--- config.mk ---
export PLATFORM = sky130hd
export DESIGN_NAME = wr_outfifo_pack
export DESIGN_NICKNAME = d
export VERILOG_FILES = /design/src/rtl/wr_outfifo_pack.sv
export SDC_FILE = /design/constraint.sdc
export NUM_CORES = 1
export LEC_CHECK = 0
export ABC_AREA = 1
export CAP_MARGIN = 0
export CORE_ASPECT_RATIO = 1.75
export CORE_MARGIN = 10
export CORE_UTILIZATION = 56
export CTS_CLUSTER_DIAMETER = 120
export DETAILED_ROUTE_END_ITERATION = 10
export GPL_TIMING_DRIVEN = 0
export HOLD_SLACK_MARGIN = 0.06
export PLACE_DENSITY = 0.86
export SLEW_MARGIN = 15
export SYNTH_ARGS = -nofsm -noshare
export SYNTH_HDL_FRONTEND = slang
export SYNTH_SLANG_ARGS = --single-unit
--- constraint.sdc ---
create_clock -name clk_108m -period 2.8 [get_ports clk_108m]
set_input_delay 0.56 -clock clk_108m [delete_from_list [all_inputs] [get_ports clk_108m]]
set_output_delay 0.56 -clock clk_108m [all_outputs]
set_load 0.03 [all_outputs]
--- src/rtl/wr_outfifo_pack.sv ---
// ---------------------------------------------------------------------------
// wr_outfifo_pack
//
// Packs a stream of two-lane pixel beats (din0/din1) into wide words for the
// output FIFO write port. Runs entirely in the clk_108m domain.
//
// A word holds BEATS beats. Slot 0 sits in the most-significant bits and later
// beats fill toward the LSB. A line_end closes the current word early, and any
// unfilled slots are zero. The input stream cannot be stalled. If the FIFO
// reports full when a word completes, the whole word is dropped, ovf is set, and
// the optional drop counter is incremented.
//
// Parameters:
//   DIN_W  width of each input lane
//   BEATS  beats packed per output word (1..8)
//   SWAP   lane order within a beat: 0 = {din0,din1}, 1 = {din1,din0}
//   CNT_W  width of the saturating drop counter
//
// Ports:
//   clk_108m        in   clock, rising edge
//   rst_n           in   asynchronous active-low reset
//   data_valid      in   beat strobe, at most one beat per cycle
//   din0, din1      in   lane 0 / lane 1 data
//   line_end        in   flush request, with or without data_valid
//   out_fifo_full   in   FIFO programmable-full
//   ovf_clr         in   synchronous clear of ovf
//   out_fifo_wren   out  one-cycle write strobe per word
//   out_fifo_wdata  out  packed word, holds its value between writes
//   out_fifo_last   out  word was closed by line_end (qualified by wren)
//   ovf             out  sticky: at least one word was dropped
//   drop_cnt        out  saturating dropped-word count
//
// Optional feature: define WR_OUTFIFO_DROP_CNT_EN to build the drop_cnt port
// and its counter. Without the macro the port and counter do not exist, and
// ovf behaves the same.
// ---------------------------------------------------------------------------
module wr_outfifo_pack #(
    parameter int DIN_W = 8,
    parameter int BEATS = 2,
    parameter int SWAP  = 0,
    parameter int CNT_W = 16
) (
    input  logic                     clk_108m,
    input  logic                     rst_n,
    input  logic                     data_valid,
    input  logic [DIN_W-1:0]         din0,
    input  logic [DIN_W-1:0]         din1,
    input  logic                     line_end,
    input  logic                     out_fifo_full,
    input  logic                     ovf_clr,
    output logic                     out_fifo_wren,
    output logic [2*DIN_W*BEATS-1:0] out_fifo_wdata,
    output logic                     out_fifo_last,
`ifdef WR_OUTFIFO_DROP_CNT_EN
    output logic [CNT_W-1:0]         drop_cnt,
`endif
    output logic                     ovf
);

    localparam int BEAT_W = 2 * DIN_W;
    localparam int WORD_W = BEAT_W * BEATS;
    // Keep the slot index at least one bit wide so that BEATS=1 still builds.
    localparam int IDX_W  = (BEATS > 1) ? $clog2(BEATS) : 1;
    localparam logic [IDX_W-1:0] LAST_IDX = IDX_W'(BEATS - 1);

    // EMPTY: no beat collected yet (idx==0, accumulator zero).
    // FILL : at least one beat is held in the accumulator.
    typedef enum logic {
        S_EMPTY = 1'b0,
        S_FILL  = 1'b1
    } state_t;

    state_t              state_q, state_d;
    logic [IDX_W-1:0]    idx_q, idx_d;
    logic [WORD_W-1:0]   acc_q, acc_d;

    logic [BEAT_W-1:0]   beat;
    logic [WORD_W-1:0]   word_in;    // accumulator with the current beat merged
    logic                complete;   // a word is closed this cycle
    logic                word_last;  // closure caused or accompanied by line_end
    logic                wr_ok;
    logic                drop;

    // -----------------------------------------------------------------------
    // Beat formation and slot insertion
    // -----------------------------------------------------------------------
    assign beat = (SWAP != 0) ? {din1, din0} : {din0, din1};

    always_comb begin
        // NOTE: every signal written in a combinational block gets a default
        // first, so that no path can leave it unassigned and infer a latch.
        word_in = acc_q;
        if (data_valid) begin
            for (int s = 0; s < BEATS; s++) begin
                if (idx_q == IDX_W'(s)) begin
                    word_in[WORD_W-1-s*BEAT_W -: BEAT_W] = beat;
                end
            end
        end
    end

    // A word closes on the final slot, or on line_end. A line_end with a beat
    // includes that beat first, and a lone line_end only flushes a partial word.
    assign complete  = (data_valid && ((idx_q == LAST_IDX) || line_end)) ||
                       (line_end && (state_q == S_FILL));
    assign word_last = complete && line_end;
    assign wr_ok     = complete && !out_fifo_full;
    assign drop      = complete &&  out_fifo_full;

    // -----------------------------------------------------------------------
    // Packing FSM: next-state and accumulator update
    // -----------------------------------------------------------------------
    always_comb begin
        state_d = state_q;
        idx_d   = idx_q;
        acc_d   = acc_q;

        case (state_q)
            S_EMPTY: begin
                if (complete) begin
                    // A single-beat word, or a beat together with line_end.
                    state_d = S_EMPTY;
                    idx_d   = '0;
                    acc_d   = '0;
                end else if (data_valid) begin
                    state_d = S_FILL;
                    idx_d   = idx_q + IDX_W'(1);
                    acc_d   = word_in;
                end
            end
            S_FILL: begin
                if (complete) begin
                    // The word leaves whether it is written or dropped.
                    state_d = S_EMPTY;
                    idx_d   = '0;
                    acc_d   = '0;
                end else if (data_valid) begin
                    idx_d   = idx_q + IDX_W'(1);
                    acc_d   = word_in;
                end
            end
            default: begin
                state_d = S_EMPTY;
                idx_d   = '0;
                acc_d   = '0;
            end
        endcase
    end

    // NOTE: all sequential state uses non-blocking assignments. Every register
    // then samples pre-edge values, and the order of statements does not matter.
    always_ff @(posedge clk_108m or negedge rst_n) begin
        if (!rst_n) begin
            state_q <= S_EMPTY;
            idx_q   <= '0;
            acc_q   <= '0;
        end else begin
            state_q <= state_d;
            idx_q   <= idx_d;
            acc_q   <= acc_d;
        end
    end

    // -----------------------------------------------------------------------
    // Output register: one-cycle strobe, data holds between writes
    // -----------------------------------------------------------------------
    always_ff @(posedge clk_108m or negedge rst_n) begin
        if (!rst_n) begin
            out_fifo_wren  <= 1'b0;
            out_fifo_wdata <= '0;
            out_fifo_last  <= 1'b0;
        end else begin
            out_fifo_wren <= wr_ok;
            out_fifo_last <= wr_ok && word_last;
            if (wr_ok) begin
                out_fifo_wdata <= word_in;
            end
        end
    end

    // -----------------------------------------------------------------------
    // Overflow status
    // -----------------------------------------------------------------------
    // When a drop and ovf_clr occur in the same cycle, the set wins, so no
    // drop is lost from software's view.
    always_ff @(posedge clk_108m or negedge rst_n) begin
        if (!rst_n) begin
            ovf <= 1'b0;
        end else if (drop) begin
            ovf <= 1'b1;
        end else if (ovf_clr) begin
            ovf <= 1'b0;
        end
    end

`ifdef WR_OUTFIFO_DROP_CNT_EN
    // Saturating count of dropped words. ovf_clr does not touch it, so it keeps
    // a lifetime total since reset.
    always_ff @(posedge clk_108m or negedge rst_n) begin
        if (!rst_n) begin
            drop_cnt <= '0;
        end else if (drop && (drop_cnt != {CNT_W{1'b1}})) begin
            drop_cnt <= drop_cnt + CNT_W'(1);
        end
    end
`endif

endmodule

==> flow_summary.yaml <==
grt:
  antenna_found_initial: 0
  grt_overflow: 0
  grt_max_degree: 59
  grt_usage_pct: 16.6
  grt_pass1_wl_um: 12200
  grt_pass1_vias: 2648
floorplan:
  die_y_um: 119
  pin_count: 57
  initial_utilization_pct: 57.0
  core_area_mm2: 0.00550
  std_cell_rows: 36
  dieArea_mm2: 0.00910
  dieWidth_um: 76.5
worst_setup_path:
  crit_slowest_cell: "clkdlybuf4s50_1"
  crit_type: "reg2out"
  rrSetupSlack_ns: 1.37
  crit_fanout: 2
  critPathRequiredTime_ns: 2.24
  critPathTopFamily: "buffers and inverters"
  cp.arrival_ns: 1.40
  critPathLaunchType: "flop"
  worstSetupEndpointType: "primary output"
  worstPathBufferInverterCount: 1
  cp_cell_sequence: "clkdlybuf4s50_1"
  cpPeakStageDelay_ns: 0.68
power_and_ir_drop:
  power_density_mw_per_mm2: 770
  peakVddDrop_v: 0.000466
  p_leak_uw: 0.00215
clock_tree:
  cts_max_level: 3
  cts_made_buffers: 9
  clock_path_buffers: 2
  clock-sinks: 69
  clk_latency_ns: 0.34
  cts_setup_buffers: 0
  clk_pin_slew_ns: 0.07
  cts-root-buf: "clkbuf_8"
  cts_tree: "yes"
logic_synthesis:
  synth_top_cell_by_area: "dfrtp_1"
  synth_top_area_share_pct: 55.1
  ys_top_cells_by_area: "dfrtp_1, nand2_1, inv_1"
  async_flop_share_pct: 100
  synth_common_cells: "nand2_1, dfrtp_1, inv_1, nand3_1, o21ai_2"
  avgSynthCellArea_um2: 8.65
  synthFlopType: "dfrtp_1"
  syn-instance-count: 362
  seq_area_frac_synth_pct: 55.1
  syn_area_mm2: 0.00313
  synth_nets: 384
  synth.most_common_cell: "nand2_1"
  ys_types: 18
  synth-edff-count: 0
  ys_ff_latch: 69
  yosysWarnings: 0
timing:
  maxSlewViolCount: 0
  relSlewSlack_pct: 72.7
  tns_ns: 0
  setup_violations: 0
  layout_min_cycle_time_ns: 1.96
  period_share_pct: 70.2
  finClkSkew_ns: 0.00618
  hold_violations: 0
  worstMarginPinSlew_ns: 0.410
  fmax_mhz: 509
  rsz0062_at_grt: "no"
placed_design:
  gp_congestion: 0.891
  port_buffers: 55
  dp_hpwl_um: 5380
  placed_area_mm2: 0.00380
routing:
  ant_nets: 0
  route.detailed.drc: 0
  num_vias: 2555
  wirelength_um: 7340
  firstDrtPassIters: 4
  wl_per_cell_um: 14.4
  drt_first_iter_violations: 236
  routed_via_density: 5.02
final_layout:
  area_growth_pct: 27.5
  fin_util_pct: 72.7
  final_nets: 452
  insertedDiodeCount: 0
  drive_gt1_share_pct: 14.1
  fillerInstances: 435
  design_area_mm2: 0.00399
run_status:
  status: "completed"
hold_path:
  hold_path.class: "reg2reg"
flow_run:
  drv_cap: 0
cells in the final DEF, fill, tap and decap left out, drive strengths merged, types with 2 or more instances in the layout:
cell and count:
o21ai 32, nand3 49, buf 17, clkdlybuf4s50 54, nand2 102, clkbuf 15, nor2 17, a21oi 2
inv 72, dfrtp 69
metal layers:
metal,track usage [%],up-vias,routed length (um)
met4,9.81,0,275
met3,4.44,20,295
li1,-,1231,-
met2,29.5,72,3910
met5,0,-,0
met1,16.9,1232,2860
sequential cells by signal, indices dropped and copies added (netlist names):
register        flops
ovf                 1
idx_q               1
out_fifo_wren       1
acc_q              32
out_fifo_last       1
out_fifo_wdata     32
state_q             1
area by class of cell:
cell class,count,area (um2),area share (%)
clock buffers,12,145,3.64
plain buffers,18,148,3.70
clock inverters,2,35.0,0.877
inverters,72,270,6.77
repair buffers,57,586,14.7
well taps,76,95.1,2.38
flip-flops and latches,69,1730,43.2
multi-input cells,203,987,24.7
kinds of logic (layout without fill, tap and decap cells):
group / Yosys count / count (layout) / share of synthesized area [%]
DFF: 69 / 69 / 55.1
AOI/OAI and AO/OA: 35 / 35 / 8.39
buffers and inverters: 90 / 161 / 13.3
and+or+nand+nor: 168 / 168 / 23.1
repair_timing:
action / in CTS / in global routing
gates resized for setup: 0 / 0
hold buffers: 1 / 0
hold endpoints to repair: 11 / 0
worst paths after layout:
| kind | cells after the start | start | end |
|---|---|---|---|
| worst max-delay path | 1 | out_fifo_wdata[0]$_DFFE_PN0P_ | out_fifo_wdata[0] |
| worst min-delay path | 2 | out_fifo_wdata[18]$_DFFE_PN0P_ | out_fifo_wdata[18]$_DFFE_PN0P_ |
| worst max register to register | 6 | idx_q$_DFFE_PN0P_ | out_fifo_wdata[26]$_DFFE_PN0P_ |
| worst min register to register | 2 | out_fifo_wdata[18]$_DFFE_PN0P_ | out_fifo_wdata[18]$_DFFE_PN0P_ |
| max in group asynchronous | 3 | rst_n | ovf$_DFFE_PN0P_ |
| min in group asynchronous | 2 | rst_n | out_fifo_wdata[17]$_DFFE_PN0P_ |
power breakdown:
group | internal, uW | switching, uW | total, uW
clock | 425 | 342 | 768
sequential | 1190 | 81.3 | 1270
combinational | 408 | 630 | 1040
stage by stage:
step / hold slack, ns / worst slack, ns / total power, uW / instances
final: 0.484 / 0.836 / 3070 / 509
after CTS: 0.486 / 0.822 / 3100 / 509
after global routing: 0.501 / 0.798 / 3230 / 509
after global placement: 0.466 / -1.01 / 2300 / 493
after detailed placement: 0.418 / 0.902 / 2330 / 494
after floorplan: 0.264 / 1.40 / 1920 / 362
Note: power is estimated with default switching activity, not from simulation.
